[src/rtl/fetch_align_buffer_if.sv]
// Fetch-side bus bundle: I-cache request/response, redirect, and the decode handshake.
// The buffer drives through the slave modport; the cache/pipeline environment uses master.
interface fetch_align_buffer_if #(
    parameter int DEPTH         = 8,
    parameter int FETCH_PARCELS = 2
);
    logic                          icache_ren_o;
    logic [29:0]                   icache_addr_o;
    logic                          icache_stall_i;
    logic [16*FETCH_PARCELS-1:0]   icache_rdata_i;
    logic                          redirect_i;
    logic [31:0]                   redirect_pc_i;
    logic                          instr_valid_o;
    logic [31:0]                   instr_o;
    logic                          instr_is_c_o;
    logic [31:0]                   instr_pc_o;
    logic                          instr_ready_i;
    logic [$clog2(DEPTH):0]        buf_count_o;

    modport slave (
        output icache_ren_o, icache_addr_o,
        input  icache_stall_i, icache_rdata_i,
        input  redirect_i, redirect_pc_i,
        output instr_valid_o, instr_o, instr_is_c_o, instr_pc_o,
        input  instr_ready_i,
        output buf_count_o
    );

    modport master (
        input  icache_ren_o, icache_addr_o,
        output icache_stall_i, icache_rdata_i,
        output redirect_i, redirect_pc_i,
        input  instr_valid_o, instr_o, instr_is_c_o, instr_pc_o,
        output instr_ready_i,
        input  buf_count_o
    );
endinterface

[src/rtl/fetch_align_buffer.sv]
// RV32IC fetch front end: block fetches land in a circular parcel buffer and are
// realigned into whole 16/32-bit instructions tagged with their PC.
module fetch_align_buffer #(
    parameter int          DEPTH         = 8,
    parameter int          FETCH_PARCELS = 2,
    parameter logic [31:0] RESET_PC      = 32'h0000_0000,
    parameter bit          SWAP_BYTES    = 1'b1
) (
    input  logic                clk,
    input  logic                rst,
    fetch_align_buffer_if.slave bus
);
    localparam int PW   = $clog2(DEPTH);
    localparam int CW   = PW + 1;
    localparam int OFFW = $clog2(FETCH_PARCELS);
    localparam int FW   = 16 * FETCH_PARCELS;
    localparam logic [31:0] BLK_MASK = ~(32'(2 * FETCH_PARCELS) - 32'd1);

    typedef enum logic {BOOT, RUN} state_t;

    state_t          state_reg;
    logic [31:0]     fetch_pc_reg;
    logic [31:0]     out_pc_reg;
    logic [OFFW-1:0] drop_reg;
    logic [PW-1:0]   rd_ptr_reg;
    logic [PW-1:0]   wr_ptr_reg;
    logic [CW-1:0]   count_reg;
    logic [15:0]     buf_mem [DEPTH];

    logic [FW-1:0]              fetch_data;
    logic [15:0]                parcel   [FETCH_PARCELS];
    logic [PW-1:0]              slot_idx [FETCH_PARCELS];
    logic [FETCH_PARCELS-1:0]   slot_we;

    logic          ren;
    logic          accept;
    logic          pop;
    logic          valid;
    logic          head_is32;
    logic [15:0]   p0;
    logic [15:0]   p1;
    logic [CW-1:0] n_written;
    logic [CW-1:0] n_popped;

    // Byte order is fixed per 32-bit word of the cache port.
    for (genvar gi = 0; gi < FETCH_PARCELS / 2; gi++) begin : g_word
        logic [31:0] raw_word;
        assign raw_word = bus.icache_rdata_i[32*gi +: 32];
        assign fetch_data[32*gi +: 32] = SWAP_BYTES
            ? {raw_word[7:0], raw_word[15:8], raw_word[23:16], raw_word[31:24]}
            : raw_word;
    end

    // Parcels below drop belong to the bytes before the fetch target and are skipped,
    // so the kept parcels pack contiguously from wr_ptr.
    for (genvar gi = 0; gi < FETCH_PARCELS; gi++) begin : g_slot
        assign parcel[gi]   = fetch_data[16*gi +: 16];
        assign slot_idx[gi] = wr_ptr_reg + PW'(gi) - PW'(drop_reg);
        assign slot_we[gi]  = accept & (drop_reg <= OFFW'(gi));
    end

    always_comb begin
        p0        = buf_mem[rd_ptr_reg];
        p1        = buf_mem[rd_ptr_reg + PW'(1)];
        head_is32 = (p0[1:0] == 2'b11);
        valid     = head_is32 ? (count_reg >= CW'(2)) : (count_reg != '0);
        ren       = (state_reg == RUN)
                  & ((CW'(DEPTH) - count_reg) >= CW'(FETCH_PARCELS))
                  & ~bus.redirect_i;
        accept    = ren & ~bus.icache_stall_i;
        pop       = valid & bus.instr_ready_i & ~bus.redirect_i;
        n_written = accept ? (CW'(FETCH_PARCELS) - CW'(drop_reg)) : '0;
        n_popped  = pop ? (head_is32 ? CW'(2) : CW'(1)) : '0;
    end

    // Output data is gated by valid so stale or never-written slots never leak out.
    assign bus.icache_ren_o  = ren;
    assign bus.icache_addr_o = fetch_pc_reg[31:2];
    assign bus.instr_valid_o = valid;
    assign bus.instr_o       = valid ? (head_is32 ? {p1, p0} : {16'h0000, p0}) : 32'h0;
    assign bus.instr_is_c_o  = valid & ~head_is32;
    assign bus.instr_pc_o    = out_pc_reg;
    assign bus.buf_count_o   = count_reg;

    always_ff @(posedge clk) begin
        for (int i = 0; i < FETCH_PARCELS; i++) begin
            if (slot_we[i]) begin
                buf_mem[slot_idx[i]] <= parcel[i];
            end
        end
    end

    always_ff @(posedge clk or posedge rst) begin
        if (rst) begin
            state_reg    <= BOOT;
            fetch_pc_reg <= RESET_PC & BLK_MASK;
            drop_reg     <= RESET_PC[OFFW:1];
            out_pc_reg   <= RESET_PC;
            rd_ptr_reg   <= '0;
            wr_ptr_reg   <= '0;
            count_reg    <= '0;
        end else begin
            if (state_reg == BOOT) begin
                state_reg <= RUN;
            end
            if (bus.redirect_i) begin
                fetch_pc_reg <= bus.redirect_pc_i & BLK_MASK;
                drop_reg     <= bus.redirect_pc_i[OFFW:1];
                out_pc_reg   <= bus.redirect_pc_i & ~32'd1;
                rd_ptr_reg   <= '0;
                wr_ptr_reg   <= '0;
                count_reg    <= '0;
            end else begin
                if (accept) begin
                    wr_ptr_reg   <= wr_ptr_reg + PW'(FETCH_PARCELS) - PW'(drop_reg);
                    drop_reg     <= '0;
                    fetch_pc_reg <= fetch_pc_reg + 32'(2 * FETCH_PARCELS);
                end
                if (pop) begin
                    rd_ptr_reg <= rd_ptr_reg + n_popped[PW-1:0];
                    out_pc_reg <= out_pc_reg + (head_is32 ? 32'd4 : 32'd2);
                end
                count_reg <= count_reg + n_written - n_popped;
            end
        end
    end
endmodule

[src/flat_wrapper.sv]
// flat-port wrapper written by rule: the top's interface ports become plain ports
module fetch_align_buffer_flat 
#(
    parameter int          DEPTH         = 8,
    parameter int          FETCH_PARCELS = 2,
    parameter logic [31:0] RESET_PC      = 32'h0000_0000,
    parameter bit          SWAP_BYTES    = 1'b1
)
  (clk, rst, bus_icache_ren_o, bus_icache_addr_o, bus_icache_stall_i, bus_icache_rdata_i, bus_redirect_i, bus_redirect_pc_i, bus_instr_valid_o, bus_instr_o, bus_instr_is_c_o, bus_instr_pc_o, bus_instr_ready_i, bus_buf_count_o);
  fetch_align_buffer_if #(.DEPTH(DEPTH), .FETCH_PARCELS(FETCH_PARCELS)) bus_i ();
  input  logic clk;
  input  logic rst;
  output wire logic [$bits(bus_i.icache_ren_o)-1:0] bus_icache_ren_o;
  output wire logic [$bits(bus_i.icache_addr_o)-1:0] bus_icache_addr_o;
  input wire logic [$bits(bus_i.icache_stall_i)-1:0] bus_icache_stall_i;
  input wire logic [$bits(bus_i.icache_rdata_i)-1:0] bus_icache_rdata_i;
  input wire logic [$bits(bus_i.redirect_i)-1:0] bus_redirect_i;
  input wire logic [$bits(bus_i.redirect_pc_i)-1:0] bus_redirect_pc_i;
  output wire logic [$bits(bus_i.instr_valid_o)-1:0] bus_instr_valid_o;
  output wire logic [$bits(bus_i.instr_o)-1:0] bus_instr_o;
  output wire logic [$bits(bus_i.instr_is_c_o)-1:0] bus_instr_is_c_o;
  output wire logic [$bits(bus_i.instr_pc_o)-1:0] bus_instr_pc_o;
  input wire logic [$bits(bus_i.instr_ready_i)-1:0] bus_instr_ready_i;
  output wire logic [$bits(bus_i.buf_count_o)-1:0] bus_buf_count_o;
  assign bus_icache_ren_o = bus_i.icache_ren_o;
  assign bus_icache_addr_o = bus_i.icache_addr_o;
  assign bus_i.icache_stall_i = bus_icache_stall_i;
  assign bus_i.icache_rdata_i = bus_icache_rdata_i;
  assign bus_i.redirect_i = bus_redirect_i;
  assign bus_i.redirect_pc_i = bus_redirect_pc_i;
  assign bus_instr_valid_o = bus_i.instr_valid_o;
  assign bus_instr_o = bus_i.instr_o;
  assign bus_instr_is_c_o = bus_i.instr_is_c_o;
  assign bus_instr_pc_o = bus_i.instr_pc_o;
  assign bus_i.instr_ready_i = bus_instr_ready_i;
  assign bus_buf_count_o = bus_i.buf_count_o;
  fetch_align_buffer #(.DEPTH(DEPTH), .FETCH_PARCELS(FETCH_PARCELS), .RESET_PC(RESET_PC), .SWAP_BYTES(SWAP_BYTES)) u_core (.clk(clk), .rst(rst), .bus(bus_i));
endmodule
[config.mk]
export PLATFORM = sky130hd
export DESIGN_NAME = fetch_align_buffer_flat
export DESIGN_NICKNAME = d
export VERILOG_FILES = /design/src/rtl/fetch_align_buffer_if.sv /design/src/rtl/fetch_align_buffer.sv /design/src/flat_wrapper.sv
export SDC_FILE = /design/constraint.sdc
export NUM_CORES = 1
export LEC_CHECK = 0
export ABC_AREA = 1
export CAP_MARGIN = 20
export CORE_ASPECT_RATIO = 0.8
export CORE_MARGIN = 2
export CORE_UTILIZATION = 35
export CTS_CLUSTER_DIAMETER = 100
export DETAILED_ROUTE_END_ITERATION = 10
export PLACE_DENSITY = 0.53
export REMOVE_ABC_BUFFERS = 1
export SYNTH_ARGS = -nofsm -noshare
export SYNTH_HDL_FRONTEND = slang
export SYNTH_SLANG_ARGS = --single-unit
[constraint.sdc]
create_clock -name clk -period 3.4 [get_ports clk]
set_clock_uncertainty 0.2 [all_clocks]
set_input_delay 0.51 -clock clk [delete_from_list [all_inputs] [get_ports clk]]
set_output_delay 0.51 -clock clk [all_outputs]
set_load 0.01 [all_outputs]
==> metrics list <==
* Most numerous cell on the critical path: buf_12
- The worst hold path begins at bus_redirect_i.
- Setup violations remaining at the end of the flow were counted as 0.
- The share of the synthesized area in compound gates (AO/OA/AOI/OAI) came to 0.169.
- Static timing analysis puts the maximum clock frequency at 299 MHz.
- The number of global-route vias before repair was 12000.
- The initial utilization of the core area, before any placement, comes to 0.356.
- The top cell types in the final layout, fill and taps aside, are 516 x nand2_1, 281 x o21ai_0, 163 x inv_1.
* Die X-Extent: 221 um
* First-pass iteration count of the detailed router: 5
- On the worst path, the slowest cell contributes a delay of 0.52 ns.
- For this run the aggregate overflow at the end of global routing stands at 0.
- For this design the static power due to leakage is 6.87 nW.
- Reg-to-reg startpoint: u_core.rd_ptr_reg[0]
* Final slew viol count: 0
* Final worst path period need: 3.35 ns
- IO Count: 170
- Standard cell with the maximum stage delay on the critical path: dfrtp_4
- Hold Vio Cnt, Final: 0
* Routed wire length: 45600 um
- Of all flip-flops after synthesis, the portion carrying an async set or reset was 0.363.
* GRT Overall Usage: 0.226
* Max FFs per register: 128
- Synth unique cells: 47
* Endpoint of the worst hold-timing path: u_core.bus.buf_count_o[1]
- Along the worst path, the maximum fanout reaches 13.
- Antenna violations before repair: 0
- Path category of the worst min-delay check: in2reg
- Counting along the longest clock path gives a buffer depth of 3.
- Height of the chip: 178 um
- Most common flop cell mapped by yosys: edfxtp_1
- In this run, synthesis inferred 128 flip-flops with an integrated enable.
- Post-synthesis cell count: 1825
- Share of synthesized cell area in and, or, nand and nor gates: 0.269
- Commonest non-fill, non-tap cell in the layout: nand2_1
- Power after layout: 0.00919 W
- TritonCTS created 24 clock buffers.
* Number of vias after detailed routing: 12800
* Std-Cell Core Area: 37100 um^2
* Slew @ Worst Pin: 0.730 ns
- Wire length of the first global-routing pass: 68900 um
* Power density cells: 558 nW/um^2
- Fill cell instance count of the final layout: 3730
- Yosys synthesis warning count: 0
- Antenna-violating nets left: 0
- Via count normalized by instance count: 5.20
- Area enclosed by the die boundary: 39300 um^2
* Adder-cell share of the synthesized area: 0.0222
- Entering global routing, the biggest net connects 75 pins.
- Routability-driven placement congestion ratio: 0.871
- The worst hold path passes through 2 cells.
* Number of nets in the final layout: 2057
- Combinational family with the most area after synthesis: simple AND/OR/NAND/NOR gates
- CTS built an H-tree with a depth of 1.
* Highest ir drop seen on vdd: 0.361 mV
- The setup path with the least slack is of type reg2out.
- The worst setup path is launched from a register.
- Post-detailed-placement half-perimeter wirelength: 29500 um
- Number of clock sinks: 201
- Number of violations of the max-capacitance limit: 0
- CTS clock-pin slew for the worst setup and hold paths: 0.06 ns
- The run finished with clean final reports.
- Of the synthesized area, sequential elements account for 0.429.
* Critical-path cell list: buf_12 > ha_4 > inv_4 > buf_12 > o21ai_0 > a21oi_1 > o32ai_2 > nor2_1 > buf_4 > dlygate4sd2_1
* CTS root buffer: clkbuf_16
- Post-synthesis xor/xnor area fraction: 0.0192
- Row generation in the floorplan step produced 63 rows.
* Syn-to-layout area delta: 24.8%
- Endpoint of the worst-slack reg-to-reg timing path: u_core.bus.buf_count_o[3]
- Routed WL per cell: 18.4 um
- At the worst endpoint, the required time is 2.69 ns.
- Insertion delay of the later-clocked pin in the worst-skew pair: 0.53 ns
* Share of layout cells above drive strength 1: 0.0938
- The cell area that synthesis handed to floorplanning was 13200 um^2.
* Syn_area_per_cell: 7.23 um^2
* Cell depth of the worst flop-to-flop path: 18
* Max-slew headroom: 0.514
- Unrepaired setup endpoints after global routing: yes
- Synthesis inferred 201 register bits.
* Pre-CTS WS: -0.0143 ns
- Setup slack on the critical path of the routed design comes to 0.0548 ns.
- During placement, the flow inserted port buffers numbering 167.
- 0 antenna diodes ended up in the layout.
- Arr. time, crit path: 2.64 ns
- TritonCTS built the clock tree.
- Fraction of synthesized area in multiplexers: 0
* Initial drt markers: 991
- Dividing the final minimum period by the clock period gives 0.984.
* Reg2Reg Setup Slack: 0.18 ns
* Post-detailed-route DRC marker count: 0
- STA classifies the critical path endpoint as an output port.
[through the flow]
stage,utilization,std cells,TNS [ns],cell area [um^2],hold slack (ns)
floorplan,-,1707,-199.93,12700,0.341
global placement,0.417,2417,0,15500,0.346
detailed placement,0.417,2417,-0.0143,15500,0.355
CTS,0.442,2468,-0.00517,16400,0.0475
global route,0.444,2471,-0.0697,16500,0.0738
finish,0.444,2471,0,16500,0.0620
[worst max-delay path, delay by kind of cell (launching register included)]
| kind | cells | cell delay (ns) |
|---|---|---|
| compound gates | 3 | 0.43 |
| fa+ha+maj | 1 | 0.29 |
| buf+inv | 5 | 0.78 |
| flops | 1 | 0.52 |
| simple gates | 1 | 0.07 |
[metal layers]
layer  GRT usage  vias to the layer above  share of wire
met1       0.304                     5993           0.44
li1            -                     6326              -
met4      0.0682                        0          0.027
met5           0                        -              0
met2       0.377                      447           0.46
met3      0.0349                       82          0.068
[synth_stat cells, drive strengths merged (10+ instances only)]
| master | number | share of area |
|---|---|---|
| a21oi | 98 | 0.037 |
| nand4 | 13 | 0.0062 |
| o21ai | 288 | 0.11 |
| o21bai | 10 | 0.0057 |
| edfxtp | 128 | 0.29 |
| xnor2 | 11 | 0.0073 |
| nor2 | 152 | 0.045 |
| xor2 | 18 | 0.012 |
| nand2 | 528 | 0.15 |
| dfrtp | 73 | 0.14 |
| buf | 54 | 0.023 |
| ha | 17 | 0.016 |
| nor3 | 22 | 0.0087 |
| inv | 172 | 0.049 |
| nand3 | 133 | 0.051 |
| o32ai | 13 | 0.0086 |
| clkbuf | 64 | 0.019 |
[cell families (layout without fill, tap and decap cells)]
logic type / after synthesis / in the layout
simple gates: 858 / 858
fa+ha+maj: 21 / 21
other cells: 2 / 2
flops: 201 / 201
buf+inv: 291 / 450
compound gates: 423 / 423
xor+xnor: 29 / 29
[worst max-delay path by stage]
stage | start | endpoint | slack, ns | cells past startpoint
2_1_floorplan | u_core.rd_ptr_reg[0] | u_core.bus.buf_count_o[3] | -2.95 | 17
3_3_place_gp | u_core.rd_ptr_reg[0] | u_core.bus.instr_pc_o[23] | 0.02 | 20
3_5_place_dp | u_core.rd_ptr_reg[0] | u_core.bus.instr_pc_o[23] | -0.01 | 21
4_1_cts | u_core.rd_ptr_reg[0] | bus_instr_o[15] | -0.005 | 15
5_1_grt | u_core.rd_ptr_reg[0] | bus_instr_o[15] | -0.03 | 15
6_report | u_core.rd_ptr_reg[0] | bus_instr_o[26] | 0.05 | 10
[final cells by class]
| cell class | instances | area [um^2] | share of cell area |
|---|---|---|---|
| Timing Repair Buffer | 234 | 2260 | 0.137 |
| Tap cell | 487 | 609 | 0.0370 |
| Sequential cell | 201 | 5680 | 0.344 |
| Multi-Input combinational cell | 1333 | 6540 | 0.397 |
| Clock inverter | 10 | 76.3 | 0.00463 |
| Inverter | 173 | 666 | 0.0404 |
| Clock buffer | 33 | 656 | 0.0398 |
[where the power goes]
group / leakage (nW) / switching [W] / total, W / internal (W)
clock: 0.361 / 0.00106 / 0.00248 / 0.00142
sequential: 2.06 / 0.000400 / 0.00333 / 0.00293
combinational: 4.44 / 0.00196 / 0.00338 / 0.00141
total: 6.87 / 0.00343 / 0.00919 / 0.00576
[repair_timing]
| item | in CTS | in global routing |
|---|---|---|
| cloned | 2 | 0 |
| hold buffers | 0 | 0 |
| gates resized for setup | 89 | 44 |
| endpoints found under the setup margin | 33 | 39 |
| pin swaps | 3 | 7 |
| buffers inserted | 6 | 3 |
(Power assumes the default switching activity.)
